File: src/rtl/param_stack_pkg.sv
// Shared constants for param_stack: default geometry and the {push,pop} op encoding.
package stack_pkg;

  localparam int STACK_WIDTH = 12;
  localparam int STACK_DEPTH = 8;

  // Encoded as {push, pop}.
  localparam logic [1:0] OP_IDLE = 2'b00;
  localparam logic [1:0] OP_POP  = 2'b01;
  localparam logic [1:0] OP_PUSH = 2'b10;
  localparam logic [1:0] OP_REPL = 2'b11;

endpackage

File: src/rtl/param_stack.sv
// Parametrised LIFO return stack with registered pop, replace path, sticky error flags.
// Define PARAM_STACK_WRAP_EN for circular mode (push on full overwrites the oldest entry).
module param_stack
  import stack_pkg::*;
#(
  parameter int  WIDTH = STACK_WIDTH,
  parameter int  DEPTH = STACK_DEPTH,
  localparam int CW    = $clog2(DEPTH + 1)
) (
  input  logic             clk,
  input  logic             rst,
  input  logic             push,
  input  logic             pop,
  input  logic [WIDTH-1:0] push_data,
  input  logic             clear_err,
  output logic [WIDTH-1:0] pop_data,
  output logic             pop_valid,
  output logic [WIDTH-1:0] top_data,
  output logic [CW-1:0]    count,
  output logic             full,
  output logic             empty,
  output logic             overflow,
  output logic             underflow
);

  localparam int AW = $clog2(DEPTH);

  logic [WIDTH-1:0] mem_q [DEPTH];
  logic [CW-1:0]    count_q, count_d;
  logic [WIDTH-1:0] pop_data_q, pop_data_d;
  logic             pop_valid_q, pop_valid_d;
  logic             ovf_q, ovf_d;
  logic             unf_q, unf_d;
  logic             we;
  logic [AW-1:0]    waddr, top_idx, push_idx;

`ifdef PARAM_STACK_WRAP_EN
  localparam int PW = CW + 1;
  logic [AW-1:0] bot_q, bot_d;

  // Logical offset from the bottom pointer to a physical slot; explicit
  // compare keeps non-power-of-2 depths correct.
  function automatic logic [AW-1:0] phys(input logic [CW-1:0] off);
    logic [PW-1:0] sum;
    sum = PW'(bot_q) + PW'(off);
    if (sum >= PW'(DEPTH)) sum = sum - PW'(DEPTH);
    return AW'(sum);
  endfunction
`else
  function automatic logic [AW-1:0] phys(input logic [CW-1:0] off);
    return AW'(off);
  endfunction
`endif

  assign full  = (count_q == CW'(DEPTH));
  assign empty = (count_q == '0);

  // When full, offset DEPTH wraps back to the bottom slot (only used in circular mode).
  assign push_idx = phys(full  ? '0 : count_q);
  assign top_idx  = phys(empty ? '0 : count_q - CW'(1));

  always_comb begin
    count_d     = count_q;
    pop_data_d  = pop_data_q;
    pop_valid_d = 1'b0;
    ovf_d       = ovf_q & ~clear_err;
    unf_d       = unf_q & ~clear_err;
    we          = 1'b0;
    waddr       = push_idx;
`ifdef PARAM_STACK_WRAP_EN
    bot_d       = bot_q;
`endif
    case ({push, pop})
      OP_PUSH: begin
        if (!full) begin
          we      = 1'b1;
          count_d = count_q + CW'(1);
        end else begin
          ovf_d = 1'b1;
`ifdef PARAM_STACK_WRAP_EN
          we    = 1'b1;
          bot_d = (bot_q == AW'(DEPTH - 1)) ? '0 : bot_q + AW'(1);
`endif
        end
      end
      OP_POP: begin
        if (!empty) begin
          pop_data_d  = mem_q[top_idx];
          pop_valid_d = 1'b1;
          count_d     = count_q - CW'(1);
        end else begin
          unf_d = 1'b1;
        end
      end
      OP_REPL: begin
        pop_valid_d = 1'b1;
        if (!empty) begin
          pop_data_d = mem_q[top_idx];
          we         = 1'b1;
          waddr      = top_idx;
        end else begin
          pop_data_d = push_data;
        end
      end
      default: ;
    endcase
  end

  always_ff @(posedge clk) begin
    if (rst) begin
      count_q     <= '0;
      pop_data_q  <= '0;
      pop_valid_q <= 1'b0;
      ovf_q       <= 1'b0;
      unf_q       <= 1'b0;
`ifdef PARAM_STACK_WRAP_EN
      bot_q       <= '0;
`endif
    end else begin
      count_q     <= count_d;
      pop_data_q  <= pop_data_d;
      pop_valid_q <= pop_valid_d;
      ovf_q       <= ovf_d;
      unf_q       <= unf_d;
`ifdef PARAM_STACK_WRAP_EN
      bot_q       <= bot_d;
`endif
    end
  end

  // Storage is not reset; the replace path reads and writes the same slot here.
  always_ff @(posedge clk) begin
    if (we && !rst) mem_q[waddr] <= push_data;
  end

  assign pop_data  = pop_data_q;
  assign pop_valid = pop_valid_q;
  assign top_data  = empty ? '0 : mem_q[top_idx];
  assign count     = count_q;
  assign overflow  = ovf_q;
  assign underflow = unf_q;

endmodule

File: config.mk
export PLATFORM = sky130hd
export DESIGN_NAME = param_stack
export DESIGN_NICKNAME = d
export VERILOG_FILES = /design/src/rtl/param_stack_pkg.sv /design/src/rtl/param_stack.sv
export SDC_FILE = /design/constraint.sdc
export NUM_CORES = 1
export LEC_CHECK = 0
export ABC_AREA = 1
export ABC_CLOCK_PERIOD_IN_PS = 5800
export BUFFER_PORTS_ARGS = -buffer_cell sky130_fd_sc_hd__buf_2
export CAP_MARGIN = 30
export CORE_ASPECT_RATIO = 0.8
export CORE_MARGIN = 2
export CORE_UTILIZATION = 35
export CTS_CLUSTER_DIAMETER = 200
export DETAILED_ROUTE_END_ITERATION = 6
export GPL_ROUTABILITY_DRIVEN = 0
export GPL_TIMING_DRIVEN = 0
export PLACE_DENSITY = 0.56
export SETUP_SLACK_MARGIN = 0.3
export SLEW_MARGIN = 10
export SYNTH_ARGS = -nofsm -noshare
export SYNTH_HDL_FRONTEND = slang
export SYNTH_SLANG_ARGS = --single-unit
File: constraint.sdc
create_clock -name clk -period 5.8 [get_ports clk]
set_input_delay 0.87 -clock clk [delete_from_list [all_inputs] [get_ports clk]]
set_output_delay 0.87 -clock clk [all_outputs]
set_load 0.02 [all_outputs]
Word level (Yosys, flattened, before mapping) --
Memories as Yosys holds them, arrays and structs flattened. Cells that the tools add are included.
Word-level totals: register bits 19, latch bits 0, memory bits (writable) 96, bits in read-only memories 0, bits of input ports 17, output and inout bits 33, logic and storage cells 45, memories kept 1
Operators by class: add/subtract/negate cells 2, multipliers 0, div/mod/pow operators 0, order comparisons 0, equality and inequality tests 6, shift-type cells 0, mux-type cells 21, bitwise operators 3, reductions and logical operators 7
Memories:
- mem_q | words 8, bits a word 12, read ports 1, clocked after memory_dff 0, wr ports 1, line param_stack.sv:28 | logic [WIDTH-1:0] mem_q [DEPTH];
Operator list (count):
- 2-to-1 mux 12 bit | 3
- case mux 12 bit (2 select lines) | 1
- 2-to-1 mux 3 bit | 4
- 2-to-1 mux 1 bit | 8
- 2-to-1 mux 4 bit | 2
- case mux 4 bit (2 select lines) | 1
- adder 4 x 1 -> 4 bit, second input constant | 1
- equality test 2 bit, second input constant | 2
- equality test 4 bit, second input constant | 1
- zero test 4 bit | 1
- inequality test 2 bit, second input constant | 2
- case mux 1 bit (2 select lines) | 2
- nonzero test 2 bit | 2
- subtractor 4 x 1 -> 4 bit, second input constant | 1
- AND reduction 3 bit | 1
- bitwise AND 1 bit | 2
- equality test 2 x 1 -> 1 bit, second input constant | 1
- AND reduction 2 bit | 1
- logical AND 1 bit | 1
- zero test 1 bit | 1
- NOT 1 bit | 1

Depth between registers and ports, before layout --
word-level depth 6, depth in mapped cells 14, mapped depth without buffers 11

Worst setup path before layout --
No wires, ideal clock.
path kind register -> output, start register count_q[0] (netlist: count[0]), end output top_data[10], data arrival time 2.121 ns, required time 4.930 ns, path slack 2.809 ns, cell stages (with the launch flop) 13, buffers on the path 3, path through dfxtp_1 -> inv_1 -> buf_4 -> buf_2 -> ha_1 -> nand2_4 -> nand2_2 -> buf_2 -> nand2_1 -> nand3_1 -> nand3_1 -> nand2_1 -> nor2_1
Between the ends: word-level cells in the longest chain between the ends 4, elaborated cells on any way between the ends 5, classes of those cells add/sub (1); mux (2); reduce/logical (1); memory (1)
Ends and longest elaborated chain:
- start: declaration | line param_stack.sv:29 | logic [CW-1:0] count_q, count_d;
- start signal: assignment | line param_stack.sv:120 | count_q <= count_d;
- subtractor 4 x 1 -> 4 bit / zero test 4 bit (equally long branches)
- 2-to-1 mux 3 bit | line param_stack.sv:60 | assign top_idx = phys(empty ? '0 : count_q - CW'(1));
- memory read (8 x 12 bit)
- 2-to-1 mux 12 bit * | line param_stack.sv:138 | assign top_data = empty ? '0 : mem_q[top_idx];
- end: declaration | line param_stack.sv:18 | output logic [WIDTH-1:0] top_data,
Every way passes the cells marked *; elsewhere a longest branch is shown, timed or not.

Final worst setup path --
start register count_q[0] (netlist: count[0]), end output top_data[6]
Same word-level chain as after synthesis.

==> out/metrics.csv <==
metric,value,unit
crit path time final,4.20,ns
Final Skew,0.00675,ns
slew at the pin with the worst max-slew slack,0.842,ns
Port-buffer cells,49,
CP peak stage delay,0.52,ns
htree depth,4,
P per Cell Area,417,nW/um^2
PostCTS Resize Cnt,0,
CORE AREA,14900,sq um
Detailed Route Iter0 Violations,363,
maximum VDD drop,0.000226,V
drt wl/cell,17.4,um
Max-cap violations,0,
Worst-path clk slew,0.06,ns
ANT nets after route,0,
part of the Yosys area used for sequential elements,0.616,
Post-Syn Instances,556,
CP Data Required Time,4.93,ns
largest net degree at the start of global routing,17,
vias post-DR,4038,
wire length of the first global-routing pass,22200,um
Mapped Nets,575,
Crit-path slowest cell,clkbuf_1,
n_diodes,0,
CTS Buf Count,17,
layout cells sized above 1,0.193,
data arrival time of the critical path,3.33,ns
dpl cells,800,
setup TNS,0,ns
YS warnings,0,
worst hold path type,reg -> reg,
Fmax,0.238,GHz
clock root cell,clkbuf_16,
Overflow after GRT,0,
fin worst setup slack,1.60,ns
CP max FO,10,
hold buffers post-CTS,0,
max-slew violations,0,
crit path launch type,flop,
fin cells,832,
site row count,40,
"flops & latches, synth",115,
"Avg Cell Area, Syn",9.52,sq um
Leakage,2.76,nW
Mapped Area,5300,sq um
die width,142,um
vias in the first global route,3910,
TritonCTS clock tree,yes,
Routed WL,14400,um
# IOs,50,
overall global routing resource usage,0.187,
clock buffer depth,2,
kind of critical path,reg -> out,
initial antenna violation count,0,
cell chain of the critical path,"inv_1, buf_4, buf_2, ha_1, nand2_4, clkbuf_1, nand3_1, nand3_1, nand3_1, nand2_1, nor2_1, buf_2",
most frequent cells in the layout,"nand2_1, edfxtp_1, nor2_1",
Tcrit/Tclk final,0.725,
1st-pass router iterations,5,
worst skew pair latency,0.41,ns
pre-CTS setup slack,2.15,ns
Hold Fails Final Rpt,0,
Sink Count,115,
RSZ-0062 raised after global routing,no,
HPWL Detailed,9820,um
max_slew headroom,0.436,
"commonest non-fill, non-tap cell in the layout",nand2_1,
Die H,114,um
Starting Density,0.355,
DRC Markers,0,
run status,"complete, no violations",
NumNets Final,649,
Final setup viols,0,
final core occ,0.430,
"most used cell, CP",nand3_1,
Overall Power,2.68,mW
Die ar.,16100,sq um
# Post-CTS Setup Buffers,0,
synth unique cells,26,
vias per inst,4.85,
Critical Path Sink Type,output port,
P&R area growth vs syn,21.2,%
==> synthesized netlist by cell type, drive strengths merged <==
| cell type | n | area, sq um |
|---|---|---|
| nor2 | 88 | 348 |
| dfxtp | 19 | 380 |
| xnor2 | 1 | 8.76 |
| ha | 2 | 25.0 |
| o22ai | 1 | 6.26 |
| nand3b | 24 | 180 |
| nand3 | 74 | 370 |
| o21ai | 15 | 75.1 |
| clkbuf | 5 | 18.8 |
| or2 | 7 | 43.8 |
| buf | 23 | 151 |
| xor2 | 1 | 8.76 |
| a311oi | 1 | 8.76 |
| inv | 68 | 255 |
| edfxtp | 96 | 2880 |
| nand4 | 1 | 6.26 |
| nand2 | 112 | 435 |
| a21oi | 18 | 90.1 |
==> critical path, delay by kind of cell (launching register included) <==
family                     cells  cell delay, ns
DFF                            1            0.47
buffers and inverters          5            1.24
and+or+nand+nor                6            0.90
adders and majority gates      1            0.29
==> state kept, by name, indices dropped and copies added, names as in the netlist <==
| register | flops |
|---|---|
| mem_q | 96 |
| pop_data | 12 |
| count | 4 |
| overflow | 1 |
| pop_valid | 1 |
| underflow | 1 |
==> final timing paths <==
| kind | from | slack [ns] | cells past startpoint | to |
|---|---|---|---|---|
| max | count[0]$_SDFFE_PP0P_ | 1.60 | 12 | top_data[6] |
| min | underflow$_SDFF_PP0_ | 0.46 | 2 | underflow$_SDFF_PP0_ |
| max reg2reg | count[0]$_SDFFE_PP0P_ | 2.23 | 11 | mem_q[1][4]$_DFFE_PP_ |
| min reg2reg | underflow$_SDFF_PP0_ | 0.46 | 2 | underflow$_SDFF_PP0_ |
==> area by class of cell <==
type / count / area [sq um]
plain buffers: 28 / 170
clock buffers: 20 / 437
clock inverters: 12 / 139
fillers: 1448 / 8500
inverters: 68 / 255
multi-input cells: 345 / 1610
flip-flops and latches: 115 / 3260
well taps: 189 / 236
repair buffers: 55 / 305
==> layer usage <==
layer	wire length, um	GRT usage	up-vias
met3	955	0.0491	17
met5	0	0	-
li1	-	-	1982
met1	7030	0.269	1894
met4	200	0.0627	0
met2	6260	0.275	145
==> where the power goes <==
part | switching, mW | internal [mW] | total [mW]
clock network | 0.368 | 0.668 | 1.04
logic | 0.491 | 0.204 | 0.696
registers | 0.0143 | 0.931 | 0.945
total | 0.873 | 1.80 | 2.68
==> per-stage QoR <==
step | hold slack, ns | instance area (sq um)
global placement | 0.448 | 5780
finish | 0.460 | 6420
floorplan | 0.540 | 5300
CTS | 0.463 | 6420
detailed placement | 0.455 | 5840
global route | 0.481 | 6420
==> cell families (layout without fill, tap and decap cells) <==
group	after synthesis	in the layout	share of synthesized area
buffers and inverters	96	183	0.0803
AND/OR/NAND/NOR	306	306	0.261
XOR/XNOR	2	2	0.00331
AO/OA/AOI/OAI	35	35	0.0340
flip-flops	115	115	0.616
adder cells (fa/ha/maj)	2	2	0.00473
No activity file was read; power rests on OpenSTA's default activity.
